`src/rtl/daf_pkg.sv`:
```
// Shared types and constants for the digital-audio-effects sequencer slice.
// Stage indices match the bit positions of swch_mode_en / stage_start / stage_done.
package daf_pkg;

  localparam int DAF_DATA_W = 32;

  localparam int STG_FLANGER = 3;
  localparam int STG_CLIP    = 2;
  localparam int STG_COMP    = 1;
  localparam int STG_FADER   = 0;

  typedef enum logic [2:0] {
    ST_IDLE,
    ST_CLEAR,
    ST_SCAN,
    ST_START,
    ST_WAIT,
    ST_OUT
  } daf_seq_state_t;

endpackage

```
`src/rtl/daf_mem_clearer.sv`:
```
// Delay-memory clearer: on start, sweeps clr_addr 0..CLR_DEPTH-1 with clr_we high.
// done is high during the final word so the caller can leave on the same edge.
module daf_mem_clearer #(
  parameter int ADDR_W    = 10,
  parameter int CLR_DEPTH = 1024
) (
  input  logic              clk,
  input  logic              rst_n,
  input  logic              start,
  output logic              done,
  output logic              clr_we,
  output logic [ADDR_W-1:0] clr_addr
);

  localparam logic [ADDR_W-1:0] LAST_ADDR = ADDR_W'(CLR_DEPTH - 1);

  logic              active_q, active_d;
  logic [ADDR_W-1:0] addr_q, addr_d;

  always_comb begin
    active_d = active_q;
    addr_d   = addr_q;
    if (start) begin
      active_d = 1'b1;
      addr_d   = '0;
    end else if (active_q) begin
      if (addr_q == LAST_ADDR) begin
        active_d = 1'b0;
        addr_d   = '0;
      end else begin
        addr_d = addr_q + ADDR_W'(1);
      end
    end
  end

  always_ff @(posedge clk or negedge rst_n) begin
    if (!rst_n) begin
      active_q <= 1'b0;
      addr_q   <= '0;
    end else begin
      active_q <= active_d;
      addr_q   <= addr_d;
    end
  end

  assign done     = active_q && (addr_q == LAST_ADDR);
  assign clr_we   = active_q;
  assign clr_addr = addr_q;

endmodule

```
`src/rtl/daf_effect_sequencer.sv`:
```
// Per-frame effect-chain controller: walks flanger, clip, comp, fader in order,
// bypasses disabled or hung stages, and schedules delay-memory clears between frames.
module daf_effect_sequencer
  import daf_pkg::*;
#(
  parameter int DATA_W    = DAF_DATA_W,
  parameter int ADDR_W    = 10,
  parameter int CLR_DEPTH = 1024,
  parameter int TIMEOUT   = 24
) (
  input  logic              tb_clk,
  input  logic              tb_n_rst,
  input  logic              frame_valid,
  input  logic [DATA_W-1:0] frame_in,
  input  logic [3:0]        swch_mode_en,
  input  logic              mem_clr,
  input  logic              err_clr,
  output logic [3:0]        stage_start,
  output logic [DATA_W-1:0] stage_data,
  input  logic [3:0]        stage_done,
  input  logic [DATA_W-1:0] stage_result,
  output logic              clr_we,
  output logic [ADDR_W-1:0] clr_addr,
  output logic [DATA_W-1:0] frame_out,
  output logic              frame_out_valid,
  output logic              busy,
  output logic              overrun,
  output logic [3:0]        stage_err
);

  localparam int WD_W = $clog2(TIMEOUT + 1);

  daf_seq_state_t    state_q, state_d;
  logic [1:0]        idx_q, idx_d;
  logic [3:0]        en_q, en_d;
  logic [DATA_W-1:0] work_q, work_d;
  logic [WD_W-1:0]   wdog_q, wdog_d;
  logic              clr_pending_q, clr_pending_d;
  logic [DATA_W-1:0] frame_out_q, frame_out_d;
  logic              overrun_q, overrun_d;
  logic [3:0]        stage_err_q, stage_err_d;
  logic [3:0]        err_set;
  logic              ovr_set;
  logic              clr_start;
  logic              clr_done;

  // A pending clear always beats a new frame, so the clearer starts from IDLE only.
  assign clr_start = (state_q == ST_IDLE) && clr_pending_q;

  daf_mem_clearer #(
    .ADDR_W    (ADDR_W),
    .CLR_DEPTH (CLR_DEPTH)
  ) u_clearer (
    .clk      (tb_clk),
    .rst_n    (tb_n_rst),
    .start    (clr_start),
    .done     (clr_done),
    .clr_we   (clr_we),
    .clr_addr (clr_addr)
  );

  always_comb begin
    state_d       = state_q;
    idx_d         = idx_q;
    en_d          = en_q;
    work_d        = work_q;
    wdog_d        = wdog_q;
    clr_pending_d = clr_pending_q;
    frame_out_d   = frame_out_q;
    err_set       = 4'b0000;

    case (state_q)
      ST_IDLE: begin
        if (clr_pending_q) begin
          state_d = ST_CLEAR;
        end else if (frame_valid) begin
          work_d  = frame_in;
          en_d    = swch_mode_en;
          idx_d   = 2'(STG_FLANGER);
          state_d = ST_SCAN;
        end
      end
      ST_CLEAR: begin
        if (clr_done) begin
          clr_pending_d = 1'b0;
          state_d       = ST_IDLE;
        end
      end
      ST_SCAN: begin
        if (en_q[idx_q]) begin
          state_d = ST_START;
        end else if (idx_q != 2'(STG_FADER)) begin
          idx_d = idx_q - 2'd1;
        end else begin
          state_d = ST_OUT;
        end
      end
      ST_START: begin
        wdog_d  = '0;
        state_d = ST_WAIT;
      end
      ST_WAIT: begin
        // A done on the last allowed cycle still counts; the watchdog only fires without one.
        if (stage_done[idx_q] || (wdog_q == WD_W'(TIMEOUT - 1))) begin
          if (stage_done[idx_q]) begin
            work_d = stage_result;
          end else begin
            err_set[idx_q] = 1'b1;
          end
          if (idx_q != 2'(STG_FADER)) begin
            idx_d   = idx_q - 2'd1;
            state_d = ST_SCAN;
          end else begin
            state_d = ST_OUT;
          end
        end else begin
          wdog_d = wdog_q + WD_W'(1);
        end
      end
      ST_OUT: begin
        state_d = ST_IDLE;
      end
      default: begin
        state_d = ST_IDLE;
      end
    endcase

    if (mem_clr) begin
      clr_pending_d = 1'b1;
    end

    if (state_d == ST_OUT) begin
      frame_out_d = work_d;
    end

    ovr_set     = frame_valid && ((state_q != ST_IDLE) || clr_pending_q);
    overrun_d   = ovr_set | (overrun_q & ~err_clr);
    stage_err_d = err_set | (stage_err_q & {4{~err_clr}});
  end

  always_ff @(posedge tb_clk or negedge tb_n_rst) begin
    if (!tb_n_rst) begin
      state_q       <= ST_IDLE;
      idx_q         <= '0;
      en_q          <= '0;
      work_q        <= '0;
      wdog_q        <= '0;
      clr_pending_q <= 1'b1;
      frame_out_q   <= '0;
      overrun_q     <= 1'b0;
      stage_err_q   <= '0;
    end else begin
      state_q       <= state_d;
      idx_q         <= idx_d;
      en_q          <= en_d;
      work_q        <= work_d;
      wdog_q        <= wdog_d;
      clr_pending_q <= clr_pending_d;
      frame_out_q   <= frame_out_d;
      overrun_q     <= overrun_d;
      stage_err_q   <= stage_err_d;
    end
  end

  assign stage_start     = (state_q == ST_START) ? (4'b0001 << idx_q) : 4'b0000;
  assign stage_data      = work_q;
  assign frame_out       = frame_out_q;
  assign frame_out_valid = (state_q == ST_OUT);
  assign busy            = (state_q != ST_IDLE);
  assign overrun         = overrun_q;
  assign stage_err       = stage_err_q;

endmodule

```
`config.mk`:
```
export PLATFORM = sky130hd
export DESIGN_NAME = daf_effect_sequencer
export DESIGN_NICKNAME = d
export VERILOG_FILES = /design/src/rtl/daf_pkg.sv /design/src/rtl/daf_mem_clearer.sv /design/src/rtl/daf_effect_sequencer.sv
export SDC_FILE = /design/constraint.sdc
export NUM_CORES = 1
export LEC_CHECK = 0
export ABC_AREA = 1
export CORE_MARGIN = 2
export CORE_UTILIZATION = 33
export DETAILED_ROUTE_END_ITERATION = 12
export HOLD_SLACK_MARGIN = 0.15
export SLEW_MARGIN = 20
export SYNTH_ARGS = -nofsm -noshare
export SYNTH_HDL_FRONTEND = slang
export SYNTH_SLANG_ARGS = --single-unit
```
`constraint.sdc`:
```
create_clock -name tb_clk -period 2.06 [get_ports tb_clk]
set_input_delay 0.515 -clock tb_clk [delete_from_list [all_inputs] [get_ports tb_clk]]
set_output_delay 0.515 -clock tb_clk [all_outputs]
set_load 0.05 [all_outputs]
```
# Yosys cells after proc, flatten, opt, wreduce, memory -nomap -nowiden
# Cells that the tools add are included.
# Widths: inputs -> output; s select.
word_totals:
  regBits: 95
  inputBits: 77
  out_inout_bits: 86
  wordCells: 94
op_classes:
  addsub: 3
  n_lt_le_gt_ge: 2
  n_eq_ne: 13
  shifts: 1
  muxes: 40
  bitwise_logic: 6
  n_reduce_logical: 18
op_table:
  columns: ["cell", "n"]
  rows:
  - ["$mux 32", 4]
  - ["$pmux 32 s2", 1]
  - ["$mux 10", 3]
  - ["$mux 3", 7]
  - ["$mux 4", 4]
  - ["$pmux 3 s5", 1]
  - ["$add 10x1->10 const B", 1]
  - ["$eq 10x10->1 const B", 1]
  - ["$mux 2", 5]
  - ["$ne 2x2->1 const B", 5]
  - ["$pmux 5 s2", 1]
  - ["$reduce_bool 2->1", 5]
  - ["$eq 3x3->1 const B", 3]
  - ["$mux 1", 9]
  - ["$eq 3x2->1 const B", 2]
  - ["$pmux 2 s3", 1]
  - ["$reduce_bool 3->1", 2]
  - ["$add 5x1->5 const B", 1]
  - ["$eq 5x5->1 const B", 1]
  - ["$mux 5", 1]
  - ["$reduce_and 5->1", 1]
  - ["$and 4x4->4", 1]
  - ["$bmux 1 s2", 2]
  - ["$logic_and 1x1->1", 4]
  - ["other kinds (14)", 17]

# Depth between registers and ports, before layout
# Gate-level depths: netlist of the first run.
depth:
  depth_word: 8
  ltp_mapped: 12
  mapped_depth_nobuf: 11

# Modules after synthesis
# From an unflattened synthesis of the first run, not the netlist that was laid out.
unflattened:
  hier_cells: 546
  area_unflattened_um2: 4499.3
by_module_without_submodules:
  columns: ["mod", "n_inst", "cells_each", "area_each_um2", "seq_area_each_um2"]
  rows:
  - ["daf_effect_sequencer", 1, 462, 3854.9, 2103.3]
  - ["daf_mem_clearer", 1, 84, 644.4, 275.3]

# Least setup slack after synthesis of the first run
# No wires, ideal clock.
synth_timing:
  path_kind: "flip-flop to output port"
  from: "reg state_q[1]"
  to: "out stage_start[0]"
  arrival_ps: 1707
  required_ps: 1545
  setup_slack_ps: -162
  stages_incl_launch_ff: 5
  path_buffers: 0
  path_cell_list: "dfrtp_1 -> inv_1 -> nor3_1 -> clkinv_1 -> nor2_1"
synth_via:
  elab_chain_len: 2
synth_lines:
  columns: ["item", "line", "text"]
  rows:
  - ["start: declaration", "daf_effect_sequencer.sv:33", "daf_seq_state_t state_q, state_d;"]
  - ["start signal: assignment", "daf_effect_sequencer.sv:153", "state_q <= state_d;"]
  - ["$eq 3x2->1", "daf_effect_sequencer.sv:165", "assign stage_start = (state_q == ST_START) ? (4'b0001 << idx_q) : 4'b0000;"]
  - ["$mux 4", "daf_effect_sequencer.sv:165", null]
  - ["end: declaration", "daf_effect_sequencer.sv:18", "output logic [3:0] stage_start,"]
# No other way between the ends.

# Worst setup path after layout of the first run
layout_timing:
  from: "reg work_q[22], in the netlist stage_data[22]"
  to: "out stage_data[22]"
layout_rtl:
  columns: ["item", "line", "text"]
  rows:
  - ["start: declaration", "daf_effect_sequencer.sv:36", "logic [DATA_W-1:0] work_q, work_d;"]
  - ["start signal: assignment", "daf_effect_sequencer.sv:156", "work_q <= work_d;"]
  - ["end: declaration", "daf_effect_sequencer.sv:19", "output logic [DATA_W-1:0] stage_data,"]
# No word-level cell between the ends.

==> metrics.md, run 1 <==
| Metric | Value |
|---|---|
| RSZ-0062 raised after global routing | `false` |
| Peak Freq | `0.493 GHz` |
| Total of max-cap violations | `0` |
| Final hold violations | `0` |
| Vias in the first global route | `4,573` |
| Static leakage | `3.58 nW` |
| Metal2 WL | `7110 um` |
| R2R depth | `10` |
| Synthesized flop and latch total | `95` |
| Worst path arrival time | `1.51 ns` |
| Final period utilization | `98.4%` |
| R2R setup slack | `0.19 ns` |
| Area leader, netlist | `dfrtp_1` |
| Clock network fraction of design power | `38.7%` |
| Crit path capture | `stage_data[22]` |
| Mean Syn Cell Area | `8.39 um2` |
| Largest net degree at the start of global routing | `48` |
| Pint | `3.16 mW` |
| Htree depth | `3` |
| Top_reg_cell synth | `dfrtp_1` |
| Critical Path Stages | `1` |
| CTS buffer count | `9` |
| Slowest stage cell, crit path | `clkdlybuf4s50_1` |
| Final worst setup slack | `0.0327 ns` |
| Synth-to-Final Area Change | `51.9%` |
| Seq/Total Area, Yosys | `52.4%` |
| Crit path buf inv count | `1` |
| DR WL met3 | `1460 um` |
| CTS Sinks | `95` |
| HP Class | `flip-flop to flip-flop` |
| Multi-input logic area | `1910 um2` |
| Netlist cell types | `31` |
| CTS tree | `done` |
| RePlAce Congestion | `0.867` |
| Initial DRC Count | `313` |
| Layout cells sized above 1 | `17.5%` |
| # DRC | `0` |
| Cell family with most CP delay | `buffers and inverters` |
| Via Count | `4,624` |
| Pwr dens | `624 nW/um2` |
| Clock root cell | `clkbuf_16` |
| CP max stage delay | `0.82 ns` |
| Global-route wire length before repair | `24,000 um` |
| Die height | `121 um` |
| CP max FO | `2` |
| Worst-Skew Late Latency | `0.34 ns` |
| PortBufs | `162` |
| Layout Skew | `0.00820 ns` |
| Place WS | `-0.0700 ns` |
| Max IR drop VDD | `0.000398 V` |
| Io pins | `163` |
| Mapped Nets | `624` |
| Core box area | `13,300 um2` |
| Layout filler cell count | `1,309` |
| Min cycle time layout | `2.03 ns` |
| Critical path class | `flip-flop to primary output` |
| Nature of the critical path endpoint | `primary output` |
| Post-layout instance area | `6890 um2` |
| Routed WL per cell | `16.5 um` |
| Final Setup Violations | `0` |
| WL final | `15,000 um` |
| Combinational power share | `15.3%` |
| Die X | `121 um` |
| R2R Path End | `frame_out[23]$_DFFE_PN0N_` |
| Gr usage total | `20.8%` |
| Top cell type's share of synthesized area | `51.8%` |
| Flop pwr share | `46.0%` |
| # rows | `42` |
| Initial antenna violation count | `0` |
| Antenna violation net count after detailed routing | `0` |
| Post-synth EDFFs | `0` |
| Sw power | `1.14 mW` |
| Switching share of power | `26.5%` |
| Worst slew pin tran | `0.520 ns` |
| YS warnings | `0` |
| Max clock buf depth | `2` |
| Clk slew on worst S/H paths | `0.06 ns` |
| Cells along the critical path | `clkdlybuf4s50_1` |
| Placed cell areas | `6500 um2` |
| N_diodes | `0` |
| Worst Setup SP | `stage_data[22]$_DFF_PN0_` |
| Grt total ovfl | `0` |
| Worst EP required | `1.54 ns` |
| Synthesized cell area | `4540 um2` |
| Startpoint type of the worst setup path | `flip-flop` |
| Slew HR | `65.3%` |
| First-pass detailed-route iteration total | `5` |
| Critical R2R Launch | `state_q[1]$_DFF_PN0_` |
| Vias/cell | `5.09` |
| Die area | `14,700 um2` |
| Asr flop ratio synth | `100%` |
| Slew Limit Fails | `0` |
| Synthesized instance count | `541` |
| Outcome | `finished clean` |
| Fin nets | `812` |
| Top post-synthesis cells by area | `dfrtp_1 52%, nand3_1 13%, nand2_1 12%, nand4_1 4.7%, inv_1 2.6%` |
| Initial Util | `34.0%` |
| Sequential Area | `2380 um2` |
| Met1 WL | `6310 um` |
| DR top layer | `met4` |
| DP HPWL | `11,300 um` |
-- cell usage after synthesis, types with 3 or more instances --
library cell,n
xor2_1,4
buf_2,14
inv_2,3
dfrtp_1,94
o21ai_0,15
nand2_1,151
clkbuf_1,6
nand2_2,7
nand3_1,118
a21oi_1,7
nand4_1,34
buf_6,3
o22ai_1,7
nor3_1,5
nor2_1,17
ha_1,6
inv_1,31
-- cell families (layout without fill, tap and decap cells) --
group                    Yosys count  in the layout  synth area share [%]
adder cells (fa/ha/maj)            6              6                  1.65
buffers and inverters             62            254                  6.18
XOR/XNOR                           5              5                 0.965
AO/OA/AOI/OAI                     31             31                  3.72
AND/OR/NAND/NOR                  342            342                  35.1
flip-flops                        95             95                  52.4
-- power groups by stage --
stage,logic [mW],registers (mW),clock network [mW]
4_1_cts,0.666,1.98,1.71
3_3_place_gp,0.666,2.01,0
6_report,0.656,1.98,1.66
5_1_grt,0.696,1.99,1.78
3_5_place_dp,0.669,2.01,0
2_1_floorplan,0.0765,2.24,0
-- area by class of cell --
| type | instances | area share [%] |
|---|---|---|
| inverters | 35 | 1.94 |
| clock inverters | 3 | 0.635 |
| clock buffers | 12 | 3.58 |
| repair buffers | 204 | 28.4 |
| flip-flops and latches | 95 | 34.5 |
| well taps | 176 | 3.19 |
| multi-input cells | 384 | 27.7 |
-- layout by cell type (no fill, tap or decap), types with 8 or more instances in the layout --
master	count
nand3_1	118
nand2_1	151
dfrtp_1	93
o21ai_0	15
inv_1	30
buf_12	8
nor2_1	13
buf_4	81
dlygate4sd2_1	9
nand4_1	34
clkdlybuf4s50_1	84
dlymetal6s2s_1	21
clkbuf_16	9
-- flip-flops by register name (all words and copies together) (netlist names) --
signal,cells
u_clearer.clr_we,1
stage_data,32
state_q,3
overrun,1
idx_q,2
frame_out,32
clr_pending_q,1
u_clearer.clr_addr,10
en_q,4
stage_err,4
wdog_q,5
-- metal layers --
metal  vias up  global-route usage [%]
met2       216                    33.3
met4         0                    4.96
met5         -                       0
li1       2201                       -
met3        13                    7.24
met1      2194                    27.3
-- through the flow --
stage                     util (%)  power (mW)  cells  hold slack [ns]  setup TNS (ns)
final                         51.6        4.30    909            0.477               0
after floorplan                  -        2.31    541            0.219          -0.667
after global placement        48.7        2.68    890            0.420           -1.05
after global routing          51.6        4.46    909            0.504               0
after detailed placement      48.7        2.68    890            0.422           -1.54
after CTS                     51.0        4.36    907            0.475               0
-- worst min path at each step --
stage,from,end,slack [ns],cells after the start
global placement,tb_n_rst,stage_err[3]$_DFF_PN0_,0.42,1
detailed placement,tb_n_rst,stage_err[3]$_DFF_PN0_,0.42,1
CTS,en_q[2]$_DFFE_PN0P_,en_q[2]$_DFFE_PN0P_,0.48,2
finish,en_q[2]$_DFFE_PN0P_,en_q[2]$_DFFE_PN0P_,0.48,2
floorplan,tb_n_rst,en_q[0]$_DFFE_PN0P_,0.22,0
global route,en_q[2]$_DFFE_PN0P_,en_q[2]$_DFFE_PN0P_,0.50,2
-- what timing repair did --
item / CTS / global route
endpoints found under the setup margin: 13 / 26
pin swaps: 0 / 0
endpoints found under the hold margin: 18 / 0
buffers inserted: 1 / 2
cloned: 0 / 0
hold buffers: 1 / 0
resized for setup: 13 / 28
(Power assumes the default switching activity.)
==> inputs of run 2 (changes only) <==
--- a/config.mk
+++ b/config.mk
@@ -10,6 +10,7 @@
 export CORE_UTILIZATION = 33
 export DETAILED_ROUTE_END_ITERATION = 12
 export HOLD_SLACK_MARGIN = 0.15
+export SKIP_LAST_GASP = 1
 export SLEW_MARGIN = 20
 export SYNTH_ARGS = -nofsm -noshare
 export SYNTH_HDL_FRONTEND = slang
==> metrics.md, run 2 (synthesis gave the netlist of run 1 again) <==
| Metric | Value |
|---|---|
| RePlAce Congestion | `0.867` |
| Total of max-cap violations | `0` |
| Nature of the critical path endpoint | `primary output` |
| Layout Skew | `0.00821 ns` |
| Min cycle time layout | `2.03 ns` |
| Final hold violations | `0` |
| CTS tree | `done` |
| Fin nets | `812` |
| N_diodes | `0` |
| CP max stage delay | `0.82 ns` |
| Pwr dens | `624 nW/um2` |
| CTS buffer count | `9` |
| # rows | `42` |
| Die height | `121 um` |
| Io pins | `163` |
| Max IR drop VDD | `0.000398 V` |
| Clk slew on worst S/H paths | `0.06 ns` |
| DP HPWL | `11,300 um` |
| Worst Setup SP | `stage_data[22]$_DFF_PN0_` |
| Worst EP required | `1.54 ns` |
| WL final | `15,000 um` |
| Crit path buf inv count | `1` |
| Initial antenna violation count | `0` |
| Final worst setup slack | `0.0327 ns` |
| Peak Freq | `0.493 GHz` |
| Die X | `121 um` |
| Htree depth | `3` |
| Via Count | `4,620` |
| Startpoint type of the worst setup path | `flip-flop` |
| Vias in the first global route | `4,573` |
| Beginning of the worst hold path | `en_q[2]$_DFFE_PN0P_` |
| Layout cells sized above 1 | `17.5%` |
| Slew HR | `65.3%` |
| Outcome | `finished clean` |
| Placed cell areas | `6500 um2` |
| Static leakage | `3.58 nW` |
| Critical R2R Launch | `state_q[1]$_DFF_PN0_` |
| Max clock buf depth | `2` |
| Largest net degree at the start of global routing | `48` |
| PortBufs | `162` |
| Setup TNS Final | `0 ns` |
| Post-layout instance area | `6890 um2` |
| R2R Path End | `frame_out[23]$_DFFE_PN0N_` |
| Global-route wire length before repair | `24,000 um` |
| RSZ-0062 raised after global routing | `false` |
| Slowest stage cell, crit path | `clkdlybuf4s50_1` |
| Critical path class | `flip-flop to primary output` |
| First-pass detailed-route iteration total | `5` |
| Gr usage total | `20.9%` |
| Worst-Skew Late Latency | `0.34 ns` |
| Synth-to-Final Area Change | `51.9%` |
| Core Util, Final | `51.6%` |
| Final Setup Violations | `0` |
| Worst slew pin tran | `0.520 ns` |
| HP Class | `flip-flop to flip-flop` |
| R2R setup slack | `0.19 ns` |
| Place WS | `-0.0700 ns` |
| Routed WL per cell | `16.5 um` |
| Die area | `14,700 um2` |
| Cell family with most CP delay | `buffers and inverters` |
| Vias/cell | `5.08` |
| Clock root cell | `clkbuf_16` |
| Worst path arrival time | `1.51 ns` |
| CTS Sinks | `95` |
| Final period utilization | `98.4%` |
| # DRC | `0` |
| Critical Path Stages | `1` |
| Most common cell after layout, fill and taps aside | `nand2_1` |
| CP max FO | `2` |
| Initial DRC Count | `313` |
| Crit path capture | `stage_data[22]` |
| Initial Util | `34.0%` |
| R2R depth | `10` |
| Cells along the critical path | `clkdlybuf4s50_1` |
| Core box area | `13,300 um2` |
| Grt total ovfl | `0` |
| Commonest non-fill, non-tap cells in the layout | `151 x nand2_1, 118 x nand3_1, 93 x dfrtp_1, 84 x clkdlybuf4s50_1, 81 x buf_4` |
| Antenna violation net count after detailed routing | `0` |
| Slew Limit Fails | `0` |
[run 2: how the worst min path moves through the flow]
| stage | endpoint | slack (ns) | cells past startpoint |
|---|---|---|---|
| detailed placement | stage_err[3]$_DFF_PN0_ | 0.42 | 1 |
| global route | en_q[2]$_DFFE_PN0P_ | 0.50 | 2 |
| CTS | en_q[2]$_DFFE_PN0P_ | 0.48 | 2 |
| finish | en_q[2]$_DFFE_PN0P_ | 0.48 | 2 |
| floorplan | en_q[0]$_DFFE_PN0P_ | 0.22 | 0 |
| global placement | stage_err[3]$_DFF_PN0_ | 0.42 | 1 |
[run 2: final cells by class]
type                            count  area, um2
Multi-Input combinational cell    384       1910
Timing Repair Buffer              204       1960
Tap cell                          176        220
Clock inverter                      3       43.8
Fill cell                        1310       6450
Clock buffer                       12        246
Inverter                           35        134
Sequential cell                    95       2380
[run 2: what timing repair did]
item / in CTS / in global routing
setup endpoints to repair: 13 / 26
resized for setup: 12 / 29
buffers inserted: 1 / 2
hold endpoints to repair: 18 / 0
cloned: 0 / 0
hold buffers: 1 / 0
pin swaps: 0 / 0
[run 2: power by group]
group	switching (mW)	internal (mW)
clock network	0.695	0.969
logic	0.398	0.259
registers	0.0452	1.93
[run 2: routing by layer]
metal	global-route usage (%)	part of all wire [%]	vias up
met4	4.96	1.1	0
met1	27.3	42	2191
met2	33.3	47	215
li1	-	-	2201
met3	7.24	10	13
met5	0	0	-
[run 2: tightest hold or removal path, delay by kind of cell (launching register included)]
family           cells  cell delay (ns)
flip-flops           1             0.35
AND/OR/NAND/NOR      2             0.09
[run 2: metrics by stage]
step | std cells | hold slack (ns) | total power, mW
global placement | 890 | 0.420 | 2.68
finish | 909 | 0.477 | 4.30
floorplan | 541 | 0.219 | 2.31
detailed placement | 890 | 0.422 | 2.68
CTS | 907 | 0.475 | 4.36
global route | 909 | 0.504 | 4.46
